==> src/rtl/sm83_dbg_uart_pkg.sv <==
// Shared types and constants for the SM83 debug UART bridge.
// SM83_DBG_UART_PARITY_EN selects 8E1 framing; undefined gives 8N1.
package sm83_dbg_uart_pkg;

  localparam int unsigned UART_DATA_BITS = 8;

`ifdef SM83_DBG_UART_PARITY_EN
  localparam bit PARITY_EN = 1'b1;

  typedef enum logic [2:0] {
    RxIdle,
    RxStart,
    RxData,
    RxParity,
    RxStop
  } rx_state_e;

  typedef enum logic [2:0] {
    TxIdle,
    TxStart,
    TxData,
    TxParity,
    TxStop
  } tx_state_e;
`else
  localparam bit PARITY_EN = 1'b0;

  typedef enum logic [2:0] {
    RxIdle,
    RxStart,
    RxData,
    RxStop
  } rx_state_e;

  typedef enum logic [2:0] {
    TxIdle,
    TxStart,
    TxData,
    TxStop
  } tx_state_e;
`endif

endpackage

==> src/rtl/sm83_dbg_uart_fifo.sv <==
// Synchronous FIFO for received bytes; extra pointer bit separates full from empty.
// A push while full is accepted only when a pop happens in the same cycle.
module sm83_dbg_uart_fifo #(
  parameter int unsigned Depth = 4,
  parameter int unsigned Width = 8
) (
  input  logic             clk_i,
  input  logic             reset_i,
  input  logic             push_i,
  input  logic [Width-1:0] wdata_i,
  input  logic             pop_i,
  output logic [Width-1:0] rdata_o,
  output logic             full_o,
  output logic             empty_o
);

  localparam int unsigned PtrW = $clog2(Depth) + 1;

  logic [Width-1:0] mem_q [Depth];
  logic [PtrW-1:0]  wr_ptr_q, rd_ptr_q;
  logic             do_push, do_pop;

  assign empty_o = (wr_ptr_q == rd_ptr_q);
  assign full_o  = (wr_ptr_q[PtrW-1] != rd_ptr_q[PtrW-1]) &&
                   (wr_ptr_q[PtrW-2:0] == rd_ptr_q[PtrW-2:0]);
  assign do_pop  = pop_i && !empty_o;
  assign do_push = push_i && (!full_o || do_pop);
  assign rdata_o = mem_q[rd_ptr_q[PtrW-2:0]];

  always_ff @(posedge clk_i) begin
    if (reset_i) begin
      wr_ptr_q <= '0;
      rd_ptr_q <= '0;
    end else begin
      if (do_push) wr_ptr_q <= wr_ptr_q + 1'b1;
      if (do_pop)  rd_ptr_q <= rd_ptr_q + 1'b1;
    end
  end

  always_ff @(posedge clk_i) begin
    if (do_push) mem_q[wr_ptr_q[PtrW-2:0]] <= wdata_i;
  end

endmodule

==> src/rtl/sm83_dbg_uart.sv <==
// UART RX/TX bridge for the SM83 debug interface using toggle-seq handshakes.
// Define SM83_DBG_UART_PARITY_EN for 8E1 framing; the default build is 8N1.
module sm83_dbg_uart
  import sm83_dbg_uart_pkg::*;
#(
  parameter int unsigned BAUD_DIV   = 16,
  parameter int unsigned FIFO_DEPTH = 4
) (
  input  logic                      clk_i,
  input  logic                      reset_i,
  input  logic                      rx_i,
  output logic                      tx_o,
  output logic [UART_DATA_BITS-1:0] data_rx_o,
  output logic                      data_rx_valid_o,
  output logic                      data_rx_seq_o,
  input  logic                      data_rx_ack_i,
  input  logic [UART_DATA_BITS-1:0] data_tx_i,
  input  logic                      data_tx_seq_i,
  output logic                      data_tx_ack_o,
  output logic                      rx_frame_err_o,
  output logic                      rx_overrun_o
);

  localparam int unsigned CntW    = $clog2(BAUD_DIV + 1);
  localparam int unsigned BitW    = $clog2(UART_DATA_BITS);
  localparam logic [CntW-1:0] FullBit = CntW'(BAUD_DIV);
  localparam logic [CntW-1:0] HalfBit = CntW'(BAUD_DIV / 2);
  localparam logic [BitW-1:0] LastBit = BitW'(UART_DATA_BITS - 1);

  // ---------------------------------------------------------------- RX
  logic rx_meta_q, rx_sync_q, rx_prev_q, rx_fall;

  always_ff @(posedge clk_i) begin
    if (reset_i) begin
      rx_meta_q <= 1'b1;
      rx_sync_q <= 1'b1;
      rx_prev_q <= 1'b1;
    end else begin
      rx_meta_q <= rx_i;
      rx_sync_q <= rx_meta_q;
      rx_prev_q <= rx_sync_q;
    end
  end

  assign rx_fall = rx_prev_q && !rx_sync_q;

  rx_state_e                 rx_state_q, rx_state_d;
  logic [CntW-1:0]           rx_cnt_q, rx_cnt_d;
  logic [BitW-1:0]           rx_bit_q, rx_bit_d;
  logic [UART_DATA_BITS-1:0] rx_shift_q, rx_shift_d;
  logic                      rx_par_err_q, rx_par_err_d;
  logic                      rx_tick, rx_push, rx_bad;

  assign rx_tick = (rx_cnt_q == CntW'(1));

  always_ff @(posedge clk_i) begin
    if (reset_i) begin
      rx_state_q   <= RxIdle;
      rx_cnt_q     <= '0;
      rx_bit_q     <= '0;
      rx_shift_q   <= '0;
      rx_par_err_q <= 1'b0;
    end else begin
      rx_state_q   <= rx_state_d;
      rx_cnt_q     <= rx_cnt_d;
      rx_bit_q     <= rx_bit_d;
      rx_shift_q   <= rx_shift_d;
      rx_par_err_q <= rx_par_err_d;
    end
  end

  always_comb begin
    rx_state_d   = rx_state_q;
    rx_cnt_d     = rx_cnt_q;
    rx_bit_d     = rx_bit_q;
    rx_shift_d   = rx_shift_q;
    rx_par_err_d = rx_par_err_q;
    unique case (rx_state_q)
      RxIdle: begin
        if (rx_fall) begin
          rx_state_d = RxStart;
          rx_cnt_d   = HalfBit;
        end
      end
      RxStart: begin
        if (!rx_tick) begin
          rx_cnt_d = rx_cnt_q - 1'b1;
        end else if (!rx_sync_q) begin
          rx_state_d   = RxData;
          rx_cnt_d     = FullBit;
          rx_bit_d     = '0;
          rx_par_err_d = 1'b0;
        end else begin
          rx_state_d = RxIdle;  // start glitch shorter than half a bit
        end
      end
      RxData: begin
        if (!rx_tick) begin
          rx_cnt_d = rx_cnt_q - 1'b1;
        end else begin
          rx_shift_d = {rx_sync_q, rx_shift_q[UART_DATA_BITS-1:1]};
          rx_bit_d   = rx_bit_q + 1'b1;
          rx_cnt_d   = FullBit;
          if (rx_bit_q == LastBit) begin
`ifdef SM83_DBG_UART_PARITY_EN
            rx_state_d = RxParity;
`else
            rx_state_d = RxStop;
`endif
          end
        end
      end
`ifdef SM83_DBG_UART_PARITY_EN
      RxParity: begin
        if (!rx_tick) begin
          rx_cnt_d = rx_cnt_q - 1'b1;
        end else begin
          rx_par_err_d = rx_sync_q ^ (^rx_shift_q);
          rx_cnt_d     = FullBit;
          rx_state_d   = RxStop;
        end
      end
`endif
      RxStop: begin
        // Leave at the stop-bit centre so the next start edge is never missed.
        if (!rx_tick) rx_cnt_d = rx_cnt_q - 1'b1;
        else          rx_state_d = RxIdle;
      end
      default: rx_state_d = RxIdle;
    endcase
  end

  always_comb begin
    rx_push = 1'b0;
    rx_bad  = 1'b0;
    if ((rx_state_q == RxStop) && rx_tick) begin
      if (rx_sync_q && !(PARITY_EN && rx_par_err_q)) rx_push = 1'b1;
      else                                          rx_bad  = 1'b1;
    end
  end

  // ------------------------------------------------ RX FIFO and output stage
  logic                      fifo_full, fifo_empty, fifo_pop;
  logic [UART_DATA_BITS-1:0] fifo_rdata;
  logic [UART_DATA_BITS-1:0] data_rx_q;
  logic                      data_rx_seq_q, frame_err_q, overrun_q;

  sm83_dbg_uart_fifo #(
    .Depth (FIFO_DEPTH),
    .Width (UART_DATA_BITS)
  ) u_fifo (
    .clk_i   (clk_i),
    .reset_i (reset_i),
    .push_i  (rx_push),
    .wdata_i (rx_shift_q),
    .pop_i   (fifo_pop),
    .rdata_o (fifo_rdata),
    .full_o  (fifo_full),
    .empty_o (fifo_empty)
  );

  assign fifo_pop = (data_rx_seq_q == data_rx_ack_i) && !fifo_empty;

  always_ff @(posedge clk_i) begin
    if (reset_i) begin
      data_rx_q     <= '0;
      data_rx_seq_q <= 1'b0;
      frame_err_q   <= 1'b0;
      overrun_q     <= 1'b0;
    end else begin
      if (fifo_pop) begin
        data_rx_q     <= fifo_rdata;
        data_rx_seq_q <= !data_rx_seq_q;
      end
      frame_err_q <= rx_bad;
      overrun_q   <= rx_push && fifo_full && !fifo_pop;
    end
  end

  assign data_rx_o       = data_rx_q;
  assign data_rx_seq_o   = data_rx_seq_q;
  assign data_rx_valid_o = (data_rx_seq_q != data_rx_ack_i);
  assign rx_frame_err_o  = frame_err_q;
  assign rx_overrun_o    = overrun_q;

  // ---------------------------------------------------------------- TX
  tx_state_e                 tx_state_q, tx_state_d;
  logic [CntW-1:0]           tx_cnt_q, tx_cnt_d;
  logic [BitW-1:0]           tx_bit_q, tx_bit_d;
  logic [UART_DATA_BITS-1:0] tx_shift_q, tx_shift_d;
  logic                      tx_ack_q, tx_ack_d;
  logic                      tx_tick, tx_pending;
`ifdef SM83_DBG_UART_PARITY_EN
  logic                      tx_par_q, tx_par_d;
`endif

  assign tx_tick    = (tx_cnt_q == CntW'(1));
  assign tx_pending = (data_tx_seq_i != tx_ack_q);

  always_ff @(posedge clk_i) begin
    if (reset_i) begin
      tx_state_q <= TxIdle;
      tx_cnt_q   <= '0;
      tx_bit_q   <= '0;
      tx_shift_q <= '0;
      tx_ack_q   <= 1'b0;
`ifdef SM83_DBG_UART_PARITY_EN
      tx_par_q   <= 1'b0;
`endif
    end else begin
      tx_state_q <= tx_state_d;
      tx_cnt_q   <= tx_cnt_d;
      tx_bit_q   <= tx_bit_d;
      tx_shift_q <= tx_shift_d;
      tx_ack_q   <= tx_ack_d;
`ifdef SM83_DBG_UART_PARITY_EN
      tx_par_q   <= tx_par_d;
`endif
    end
  end

  always_comb begin
    tx_state_d = tx_state_q;
    tx_cnt_d   = tx_cnt_q;
    tx_bit_d   = tx_bit_q;
    tx_shift_d = tx_shift_q;
    tx_ack_d   = tx_ack_q;
`ifdef SM83_DBG_UART_PARITY_EN
    tx_par_d   = tx_par_q;
`endif
    unique case (tx_state_q)
      TxStart: begin
        if (!tx_tick) begin
          tx_cnt_d = tx_cnt_q - 1'b1;
        end else begin
          tx_state_d = TxData;
          tx_cnt_d   = FullBit;
          tx_bit_d   = '0;
        end
      end
      TxData: begin
        if (!tx_tick) begin
          tx_cnt_d = tx_cnt_q - 1'b1;
        end else begin
          tx_shift_d = tx_shift_q >> 1;
          tx_bit_d   = tx_bit_q + 1'b1;
          tx_cnt_d   = FullBit;
          if (tx_bit_q == LastBit) begin
`ifdef SM83_DBG_UART_PARITY_EN
            tx_state_d = TxParity;
`else
            tx_state_d = TxStop;
`endif
          end
        end
      end
`ifdef SM83_DBG_UART_PARITY_EN
      TxParity: begin
        if (!tx_tick) begin
          tx_cnt_d = tx_cnt_q - 1'b1;
        end else begin
          tx_state_d = TxStop;
          tx_cnt_d   = FullBit;
        end
      end
`endif
      TxStop: begin
        if (!tx_tick) tx_cnt_d = tx_cnt_q - 1'b1;
        else          tx_state_d = TxIdle;
      end
      default: tx_state_d = TxIdle;
    endcase
    // A pending byte is taken in IDLE or on the last stop cycle: no idle gap.
    if ((tx_state_q == TxIdle || (tx_state_q == TxStop && tx_tick)) && tx_pending) begin
      tx_state_d = TxStart;
      tx_cnt_d   = FullBit;
      tx_shift_d = data_tx_i;
      tx_ack_d   = data_tx_seq_i;
`ifdef SM83_DBG_UART_PARITY_EN
      tx_par_d   = ^data_tx_i;
`endif
    end
  end

  always_comb begin
    tx_o = 1'b1;
    unique case (tx_state_q)
      TxStart:  tx_o = 1'b0;
      TxData:   tx_o = tx_shift_q[0];
`ifdef SM83_DBG_UART_PARITY_EN
      TxParity: tx_o = tx_par_q;
`endif
      default:  tx_o = 1'b1;
    endcase
  end

  assign data_tx_ack_o = tx_ack_q;

endmodule

==> config.mk <==
export PLATFORM = sky130hd
export DESIGN_NAME = sm83_dbg_uart
export DESIGN_NICKNAME = d
export VERILOG_FILES = /design/src/rtl/sm83_dbg_uart_pkg.sv /design/src/rtl/sm83_dbg_uart_fifo.sv /design/src/rtl/sm83_dbg_uart.sv
export SDC_FILE = /design/constraint.sdc
export NUM_CORES = 1
export LEC_CHECK = 0
export CAP_MARGIN = 25
export CORE_ASPECT_RATIO = 0.5
export CORE_UTILIZATION = 25
export DETAILED_ROUTE_END_ITERATION = 10
export MAX_ROUTING_LAYER = met4
export SLEW_MARGIN = 30
export SYNTH_ARGS = -nofsm -noshare
export SYNTH_HDL_FRONTEND = slang
export SYNTH_SLANG_ARGS = --single-unit
==> constraint.sdc <==
create_clock -name clk_i -period 2.9 [get_ports clk_i]
set_input_delay 0.87 -clock clk_i [delete_from_list [all_inputs] [get_ports clk_i]]
set_output_delay 0.87 -clock clk_i [all_outputs]
set_load 0.02 [all_outputs]
==> impl_metrics.json <==
{
  "antenna_found_initial": 0,
  "clkLatencyLatePin_ps": 340,
  "avgRoutedWirePerCell_um": 12.8,
  "grt-ovfl-total": 0,
  "dp_worst_setup_slack_ps": -158,
  "worstPathCellList": "clkdlybuf4s50_1 > xor2_1 > dlygate4sd2_1",
  "nets": 436,
  "yosysTopAreaCellShare": 0.283,
  "layout_min_cycle_time_ps": 2770,
  "yosysMostFrequentCell": "dfxtp_1",
  "tritoncts": "built",
  "highest_layer": "met4",
  "gp_congestion": 0.753,
  "grt_pass1_vias": 2712,
  "crit_fanout": 2,
  "startpoint_type": "input pin",
  "ant_nets": 0,
  "worst_clock_skew_ps": 6.63,
  "wl_mm": 7.80,
  "cts_resized": 1,
  "die_y_um": 91.8,
  "yosys-top-cells-area": "dfxtp_1 (28%), edfxtp_1 (24%), ha_1 (6.8%)",
  "cts-root-buf": "clkbuf_16",
  "area_delta_synth_final_pct": 21.3,
  "final-setup-viol-count": 0,
  "wl_met3_um": 239,
  "cp-end-kind": "output pin",
  "avgSynthCellArea_um2": 11.0,
  "fill_cells": 1571,
  "grt_pass1_wl_mm": 13.4,
  "slew_violations": 0,
  "tightest_slew_ps": 525,
  "seqCellArea_mm2": 0.00210,
  "synth_edf_count": 32,
  "synth-seq-area-share": 0.522,
  "rsz0062_at_grt": "false",
  "power_density_mw_per_mm2": 734,
  "synth_common_cells": "dfxtp_1 (57), nor2_1 (36), edfxtp_1 (32)",
  "path_buf_inv": 2,
  "cts_htree_levels": 3,
  "async_reset_ff_frac": 0,
  "hold_viol": 0,
  "clk_pin_slew_ps": 70,
  "dp_hpwl_mm": 5.30,
  "clock-sinks": 89,
  "relSlewSlack": 0.650,
  "drive_gt1_frac": 0.131,
  "fin_ws_ps": 128,
  "firstDrtPassIters": 4,
  "syn_nets": 401,
  "p_total_mw": 3.58,
  "grt_max_degree": 24,
  "io_pins": 27,
  "ys_warn_count": 0,
  "wl_met2_mm": 3.57,
  "max_stage_delay_ps": 490,
  "yosysTopAreaCell": "dfxtp_1",
  "ys_types": 52,
  "leakagePower_nw": 1.74,
  "drc": 0,
  "path_delay_family": "buffers and inverters",
  "drv_cap": 0,
  "multi_input_area_mm2": 0.00177,
  "worstPathRequired_ps": 2030,
  "drtIter0Drc": 91,
  "cp.arrival_ps": 1900,
  "whs_ps": 413,
  "wl_met1_mm": 3.87,
  "cts_hold_buf": 0,
  "tns_ps": 0,
  "status": "finished, final reports clean",
  "synth-main-ff-cell": "dfxtp_1",
  "track_usage": 0.104,
  "fin_crit_sh": 0.956,
  "syn_inst": 366,
  "vias": 2741,
  "post_cts_buffers": 0,
  "cpMaxStageDelayCell": "clkdlybuf4s50_1",
  "synth_area_mm2": 0.00403,
  "ys_ff_latch": 89,
  "cts_buffers": 9,
  "rows": 32,
  "port_buffers": 26,
  "diodes": 0,
  "routed_via_density": 4.49,
  "fmaxAchievable_mhz": 361,
  "start_util": 0.259,
  "vdd_drop_max_mv": 0.288,
  "dieArea_mm2": 0.0167,
  "core-area_mm2": 0.0156,
  "crit_type": "input pin to output pin",
  "clk_path_buf_depth": 2,
  "min_path_type": "flop to flop",
  "fp.dieW_um": 182
}
registers in the layout, summed over array words and instances (netlist names):
register and cells:
data_rx_seq_o 1, rx_overrun_o 1, u_fifo.mem_q 32, rx_shift_q 8
u_fifo.wr_ptr_q 3, rx_bit_q 3, rx_prev_q 1, rx_sync_q 1
u_fifo.rd_ptr_q 3, rx_cnt_q 5, tx_bit_q 3, rx_meta_q 1
tx_state_q 2, rx_state_q 2, data_rx_o 8, data_tx_ack_o 1
tx_shift_q 8, tx_cnt_q 5, rx_frame_err_o 1
final timing paths:
path                 startpoint                 end  slack [ps]  depth (start not counted)
setup / recovery  data_rx_ack_i     data_rx_valid_o         130                          3
hold / removal        rx_meta_q           rx_sync_q         410                          1
setup reg to reg    rx_cnt_q[0]  u_fifo.mem_q[2][2]         820                          5
hold reg to reg       rx_meta_q           rx_sync_q         410                          1
metal layers:
| layer | vias to the layer above | track usage |
|---|---|---|
| met2 | 29 | 0.165 |
| met3 | 12 | 0.0286 |
| met1 | 1305 | 0.127 |
| met4 | 0 | 0.0403 |
| li1 | 1395 | - |
| met5 | - | - |
worst reg2reg max path, cell delays in order, from the launching register on:
cell and delay [ps]:
dfxtp_1 400, ha_1 210, nor4b_2 240, nand3_1 290, nor2_1 210, and2_1 390
layout make-up:
cell class | instances | area share
well taps | 204 | 0.0523
clock buffers | 10 | 0.0469
repair buffers | 39 | 0.0771
inverters | 22 | 0.0169
flip-flops and latches | 89 | 0.430
clock inverters | 6 | 0.0151
multi-input cells | 240 | 0.361
logic make-up after synthesis:
family | count (synthesis) | synth area share
AO/OA/AOI/OAI | 76 | 0.128
adder cells (fa/ha/maj) | 22 | 0.0683
buffers and inverters | 37 | 0.0398
AND/OR/NAND/NOR | 114 | 0.149
XOR/XNOR | 7 | 0.0152
multiplexers | 21 | 0.0774
flip-flops | 89 | 0.522
power breakdown:
part | total, mW | internal [mW] | switching, mW
Clock | 1.20 | 0.681 | 0.522
Combinational | 0.872 | 0.398 | 0.474
Sequential | 1.51 | 1.40 | 0.105
Total | 3.58 | 2.48 | 1.10
cells in the final DEF, fill, tap and decap left out, types with 3 or more instances in the layout:
master,count
dfxtp_1,57
nor2_1,36
edfxtp_1,32
a21oi_1,28
clkdlybuf4s50_1,24
inv_1,22
ha_1,22
nand2_1,21
mux2i_1,12
nand3_1,11
buf_4,11
o21ai_0,9
clkbuf_16,9
mux4_2,8
and2_1,7
nor3_1,7
a221oi_1,6
or2_2,5
xnor2_1,4
a31oi_1,4
nand2b_1,4
o211ai_1,4
a211oi_1,4
a22oi_1,4
xor2_1,3
nor2b_1,3
or3b_2,3
or3_1,3
or4_1,3
inv_6,3
metrics by stage:
| step | std cells | instance area, um2 | util |
|---|---|---|---|
| after floorplan | 366 | 4030 | - |
| after global placement | 594 | 4580 | 0.294 |
| after detailed placement | 594 | 4580 | 0.294 |
| after CTS | 610 | 4880 | 0.314 |
| after global routing | 610 | 4880 | 0.314 |
| final | 610 | 4880 | 0.314 |
(Power assumes the default switching activity.)
